==> config.mk <==
export PLATFORM = sky130hd
export DESIGN_NAME = sr04_echo_emulator
export DESIGN_NICKNAME = d
export VERILOG_FILES = /design/src/rtl/sr04_echo_emulator.sv
export SDC_FILE = /design/constraint.sdc
export NUM_CORES = 1
export LEC_CHECK = 0
export ABC_AREA = 0
export CORE_MARGIN = 1
export CORE_UTILIZATION = 52
export CTS_BUF_LIST = sky130_fd_sc_hd__clkbuf_8
export DETAILED_ROUTE_END_ITERATION = 12
export GPL_ROUTABILITY_DRIVEN = 0
export PLACE_DENSITY = 0.7
export RECOVER_POWER = 25
export SYNTH_ARGS = -nofsm -noshare
export SYNTH_HDL_FRONTEND = slang
export SYNTH_SLANG_ARGS = --single-unit
==> constraint.sdc <==
create_clock -name clk -period 5.1 [get_ports clk]
set_input_delay 1.02 -clock clk [delete_from_list [all_inputs] [get_ports clk]]
set_output_delay 1.02 -clock clk [all_outputs]
set_load 0.02 [all_outputs]
==> src/rtl/sr04_echo_emulator.sv <==
// HC-SR04 responder: qualifies a trigger, waits the burst delay, then drives a registered echo
// pulse of distance_cm*US_PER_CM ticks (TIMEOUT_US if out of range); no backpressure, tick-paced.
module sr04_echo_emulator #(
  parameter int unsigned MIN_TRIG_US   = 10,
  parameter int unsigned ECHO_DELAY_US = 200,
  parameter int unsigned US_PER_CM     = 58,
  parameter int unsigned MAX_CM        = 400,
  parameter int unsigned TIMEOUT_US    = 38000,
  parameter int unsigned HOLDOFF_US    = 1000
) (
  input  logic       clk,
  input  logic       reset,
  input  logic       tick_1us,
  input  logic       trigger,
  input  logic [8:0] distance_cm,
  output logic       echo,
  output logic       busy,
  output logic       short_trig,
  output logic       echo_done
);

  typedef enum logic [2:0] {
    S_IDLE,
    S_TRIG,
    S_DELAY,
    S_ECHO,
    S_HOLDOFF
  } state_t;

  localparam logic [15:0] MIN_TRIG   = 16'(MIN_TRIG_US);
  localparam logic [15:0] DELAY_LAST = 16'(ECHO_DELAY_US - 1);
  localparam logic [15:0] HOLD_LAST  = 16'(HOLDOFF_US - 1);
  localparam logic [15:0] TIMEOUT_W  = 16'(TIMEOUT_US);
  localparam logic [15:0] CM_FACTOR  = 16'(US_PER_CM);
  localparam logic [15:0] MAX_DIST   = 16'(MAX_CM);

  state_t      state_q, state_d;
  logic [15:0] cnt_q, cnt_d, cnt_inc;
  logic [15:0] width_q, width_d;
  logic [15:0] dist_ext, dist_width;
  logic        out_of_range;
  logic        echo_q, echo_d;
  logic        short_q, short_d;
  logic        done_q, done_d;

  // Saturating so a trigger held forever parks at 0xFFFF instead of wrapping.
  assign cnt_inc      = (cnt_q == 16'hFFFF) ? cnt_q : cnt_q + 16'd1;
  assign dist_ext     = {7'd0, distance_cm};
  assign out_of_range = (dist_ext == 16'd0) || (dist_ext > MAX_DIST);
  assign dist_width   = out_of_range ? TIMEOUT_W : dist_ext * CM_FACTOR;

  always_comb begin
    state_d = state_q;
    cnt_d   = tick_1us ? cnt_inc : cnt_q;
    width_d = width_q;
    echo_d  = echo_q;
    short_d = 1'b0;
    done_d  = 1'b0;
    case (state_q)
      S_IDLE: begin
        cnt_d = '0;
        if (trigger) begin
          state_d = S_TRIG;
        end
      end
      S_TRIG: begin
        if (!trigger) begin
          cnt_d = '0;
          if (cnt_q >= MIN_TRIG) begin
            width_d = dist_width;
            state_d = S_DELAY;
          end else begin
            short_d = 1'b1;
            state_d = S_IDLE;
          end
        end
      end
      S_DELAY: begin
        if (tick_1us && (cnt_q == DELAY_LAST)) begin
          cnt_d   = '0;
          echo_d  = 1'b1;
          state_d = S_ECHO;
        end
      end
      S_ECHO: begin
        if (tick_1us && (cnt_q == width_q - 16'd1)) begin
          cnt_d   = '0;
          echo_d  = 1'b0;
          done_d  = 1'b1;
          state_d = S_HOLDOFF;
        end
      end
      S_HOLDOFF: begin
        if (tick_1us && (cnt_q == HOLD_LAST)) begin
          cnt_d   = '0;
          state_d = S_IDLE;
        end
      end
      default: begin
        cnt_d   = '0;
        echo_d  = 1'b0;
        state_d = S_IDLE;
      end
    endcase
  end

  always_ff @(posedge clk) begin
    if (reset) begin
      state_q <= S_IDLE;
      cnt_q   <= '0;
      width_q <= '0;
      echo_q  <= 1'b0;
      short_q <= 1'b0;
      done_q  <= 1'b0;
    end else begin
      state_q <= state_d;
      cnt_q   <= cnt_d;
      width_q <= width_d;
      echo_q  <= echo_d;
      short_q <= short_d;
      done_q  <= done_d;
    end
  end

  assign echo       = echo_q;
  assign busy       = (state_q != S_IDLE);
  assign short_trig = short_q;
  assign echo_done  = done_q;

endmodule

# --- Word level (Yosys, flattened, before mapping) ---
# Index checks and enable logic that the tools add are counted.
classes:
  mux: 20
  reduce_logical: 13
  shifts: 0
  bitwise_logic: 4
  eq_ne: 13
  div_mod_pow: 0
  n_lt_le_gt_ge: 2
  addsub: 2
  multipliers: 1
op_table:
  columns: ["op", "n"]
  rows:
  - ["$mux W16", 7]
  - ["$pmux W16 S4", 1]
  - ["$add A16 B1 Y16 const B", 1]
  - ["$eq A16 B10 Y1 const B", 1]
  - ["$eq A16 B16 Y1", 1]
  - ["$eq A16 B16 Y1 const B", 1]
  - ["$eq A16 B8 Y1 const B", 1]
  - ["$ge A16 B4 Y1 const B", 1]
  - ["$logic_not A16 Y1", 1]
  - ["$sub A16 B1 Y16 const B", 1]
  - ["$mux W3", 5]
  - ["$pmux W3 S5", 1]
  - ["$mul A9 B5 Y14 const B", 1]
  - ["$ne A2 B2 Y1 const B", 5]
  - ["$gt A9 B9 Y1 const B", 1]
  - ["$eq A3 B2 Y1 const B", 2]
  - ["$reduce_and A3 Y1", 2]
  - ["$reduce_or A3 Y1", 2]
  - ["$reduce_and A5 Y1", 1]
  - ["$mux W1", 4]
  - ["$not A1 Y1", 4]
  - ["$eq A3 B1 Y1 const B", 1]
  - ["$eq A3 B3 Y1 const B", 1]
  - ["$logic_and A1 B1 Y1", 3]
  - ["6 further kinds", 6]
totals:
  mem_count: 0
  ff_bits: 38
  mem_bits_ro: 0
  wordCells: 61
  mem_bits_rw: 0
  latchBits: 0

# --- Depth between registers and ports, before layout ---
logic_depth:
  depth_word: 5
  ltp_mapped: 15

# --- Worst setup path before layout ---
# OpenSTA, ideal clock, no wires.
synth_timing:
  path_kind: "input to register"
  from: "input port distance_cm[3]"
  to: "register width_q[14]"
  required_ns: 4.972
  setup_slack_ns: 0.930
  n_path_buf: 0
  arrival_time_ns: 4.042
  cell_stages: 14
  cell_sequence: "inv_1 > fa_1 > inv_1 > ha_1 > inv_1 > fa_1 > inv_1 > ha_1 > o21a_1 > a2111oi_0 > o31ai_1 > xnor2_1 > a22oi_1 > nor2_1"
synth_via:
  elab_chain_cells: 3
  word_cells_on_any_way: 5
  cone_classes: "1 x mul; 1 x order compare; 1 x mux; 2 x reduce/logical"
synth_rtl:
  columns: ["element", "line", "text"]
  rows:
  - ["start, declared", "15", "input logic [8:0] distance_cm,"]
  - ["branches (longest 2 deep; another with $mul A9 B5 Y14)", null, null]
  - ["$mux W16 (*)", "50", "assign dist_width = out_of_range ? TIMEOUT_W : dist_ext * CM_FACTOR;"]
  - ["end signal, assigned", "118", "width_q <= width_d;"]
  - ["end, declared", "39", "logic [15:0] width_q, width_d;"]
# Mark *: on every way between the ends.
# A chain may end at the register's enable or synchronous reset.

# --- Final worst setup path ---
layout_timing:
  from: "input port distance_cm[1]"
  to: "register width_q[14]"
# Same word-level chain as after synthesis.

==> results.py <==
metrics = {
    "grt": {
        "overflow": 0,
        "grt_start_max_net_pins": 22,
        "track_usage_pct": 21.3,
        "grt_pass1_vias": 2565,
        "grt_pass1_wl_um": 12200,
        "antenna_found_initial": 0,
    },
    "die": {
        "die-area_um2": 6970,
        "die_h_um": 83.5,
        "rows": 29,
        "initial_utilization_pct": 54.1,
        "fp.dieW_um": 83.5,
        "io_pins": 17,
        "coreArea_um2": 6390,
    },
    "critical_path": {
        "critPathMaxFanout": 4,
        "rr_worst_depth": 9,
        "crit_arrival_ns": 4.71,
        "endpoint_kind": "flip-flop",
        "crit_type": "primary input to flip-flop",
        "required_ns": 5.25,
        "critPathLaunchType": "primary input",
    },
    "detailed_routing": {
        "drt_pre_antenna_iters": 4,
        "wl_um": 6990,
        "wl_per_cell_um": 14.3,
        "viasPerCell": 5.62,
        "postRouteAntennaNets": 0,
        "vias": 2744,
        "drc": 0,
        "drtIter0Drc": 150,
    },
    "clock_network": {
        "cts_tree": "yes",
        "clkTransAtPathRegs_ns": 0.07,
        "clkLatencyLatePin_ns": 0.29,
        "cts_setup_buffers": 0,
        "holdBufCountCts": 0,
        "cts_made_buffers": 5,
        "htree_levels": 2,
        "clockBufferDepth": 2,
        "cts-root-buf": "clkbuf_8",
        "cts_sinks": 37,
        "post_cts_resized": 0,
    },
    "run_status": {
        "outcome": "finished, final reports clean",
    },
    "cells_and_area": {
        "antenna_cells": 0,
        "drive_gt1_share_pct": 7.79,
        "area_growth_pct": 6.38,
        "layout.cells.non_filler": 488,
        "nNetsFinal": 474,
        "mostFrequentLayoutCells": "inv_1, nor2_1, ha_1",
        "multi_input_area_um2": 2420,
        "final.fill_count": 604,
        "final_common_cell": "inv_1",
        "register_area_um2": 741,
        "final_util_pct": 57.5,
    },
    "worst_hold_path": {
        "min_path_type": "flip-flop to flip-flop",
        "hold_depth": 2,
    },
    "sta": {
        "setup_viol_count_final": 0,
        "hold_slack_ns": 0.530,
        "finalMaxSlewViolations": 0,
        "tightest_slew_ns": 1.11,
        "period_minus_slack_ns": 4.56,
        "fmax_mhz": 219,
        "rsz0062_at_grt": "false",
        "hold_violations": 0,
        "finalSetupTns_ns": 0,
        "finalCritPeriodShare_pct": 89.5,
        "finalClockSkew_ns": 0.00694,
        "slew_headroom_pct": 25.5,
        "worst_slack_ns": 0.538,
    },
    "power_and_ir_drop": {
        "power.internal_uw": 516,
        "power.leakage_uw": 0.00154,
        "clkPwrFrac_pct": 24.8,
        "worst_ir_drop_vdd_mv": 0.119,
        "pwr-share-seq_pct": 37.2,
        "switching_power_uw": 266,
        "p_per_area_nw_per_um2": 213,
        "comb_power_share_pct": 38.0,
        "sw_frac_of_total_pct": 34.0,
    },
    "flow_run": {
        "maxCapViolCount": 0,
    },
    "synthesis": {
        "yosys-top-cells-area": "dfxtp_1, ha_1, fa_1",
        "synth_cell_types": 57,
        "yosysWarnings": 0,
        "syn_nets": 467,
        "async_flop_share_pct": 0,
        "ys.flop_type": "dfxtp_1",
        "yosys.area.top_type_share_pct": 21.4,
        "yosysSeqAreaShare_pct": 21.4,
        "synth_largest_area_cell": "dfxtp_1",
        "synth.avg_cell_area_um2": 8.57,
        "syn_area_um2": 3450,
        "syn_inst": 403,
        "synth_edf_count": 0,
        "synth.ff_latch_count": 37,
    },
    "placed_design": {
        "dp_slack_ns": 0.286,
        "dpl.hpwl_um": 5570,
        "io_buffers": 16,
        "placed_cells": 480,
    },
}
[sequential cells by signal, indices dropped and copies added (netlist names)]
signal      count
cnt_q          16
echo            1
echo_done       1
short_trig      1
state_q         3
width_q        15
[layer usage]
layer	track usage [%]	wire length, µm	vias up	share of wire [%]
li1	-	-	1416	-
met1	30.2	3560	1276	51
met2	34.2	3130	48	45
met3	3.26	240	4	3.4
met4	5.24	61	0	0.87
met5	0	0	-	0
[path summary, 6_finish.rpt]
check                  from          end  slack, ns
max          distance_cm[1]  width_q[14]       0.54
min                    echo         echo       0.53
max reg2reg      width_q[1]    cnt_q[15]       1.89
min reg2reg            echo         echo       0.53
[layout make-up]
cell class / instances / area share, %
inverter: 40 / 4.09
sequential: 37 / 20.2
clock inverter: 3 / 0.375
clock buffer: 5 / 1.87
timing repair buffer: 19 / 4.97
multi-input combinational: 307 / 65.9
tap: 77 / 2.62
[cell families after synthesis]
logic type / synth area share (%)
simple gates: 23.6
compound gates: 13.4
buf+inv: 8.44
fa+ha+maj: 21.3
xor+xnor: 10.9
flops: 21.4
mux: 0.870
[worst max-delay path, stage by stage]
cell and delay [ns]:
clkdlybuf4s50_1 0.54, inv_1 0.10, fa_1 0.54, inv_1 0.04, ha_1 0.31, fa_1 0.47
ha_1 0.35, a21oi_1 0.18, o21ai_0 0.14, a2111oi_0 0.42, buf_4 0.19, o31ai_1 0.08
xnor2_1 0.13, a22oi_1 0.15, nor2_1 0.05
[cell usage after synthesis, types with 5 or more instances]
master and number:
xnor2_1 24, o21ai_0 15, inv_1 40, a21oi_1 11
fa_1 13, a22oi_1 9, xor2_1 19, nor2_1 38
nor3_1 17, buf_2 6, ha_1 38, dfxtp_1 37
nor4_1 6, nand3_1 14, nor3_2 10, clkbuf_1 6
nand4_1 5, nand2_1 23, and3_1 5, a211oi_1 6
[per-stage QoR]
stage | total power [µW] | area [µm²]
floorplan | 517 | 3450
finish | 782 | 3670
global placement | 583 | 3590
global route | 838 | 3670
CTS | 790 | 3670
detailed placement | 594 | 3590
[power groups by stage]
stage	clock, µW	combinational [µW]	sequential [µW]
finish	194	297	291
floorplan	0	219	298
global placement	0	286	298
CTS	201	299	291
global route	211	336	291
detailed placement	0	296	298
Note: power is estimated with default switching activity, not from simulation.
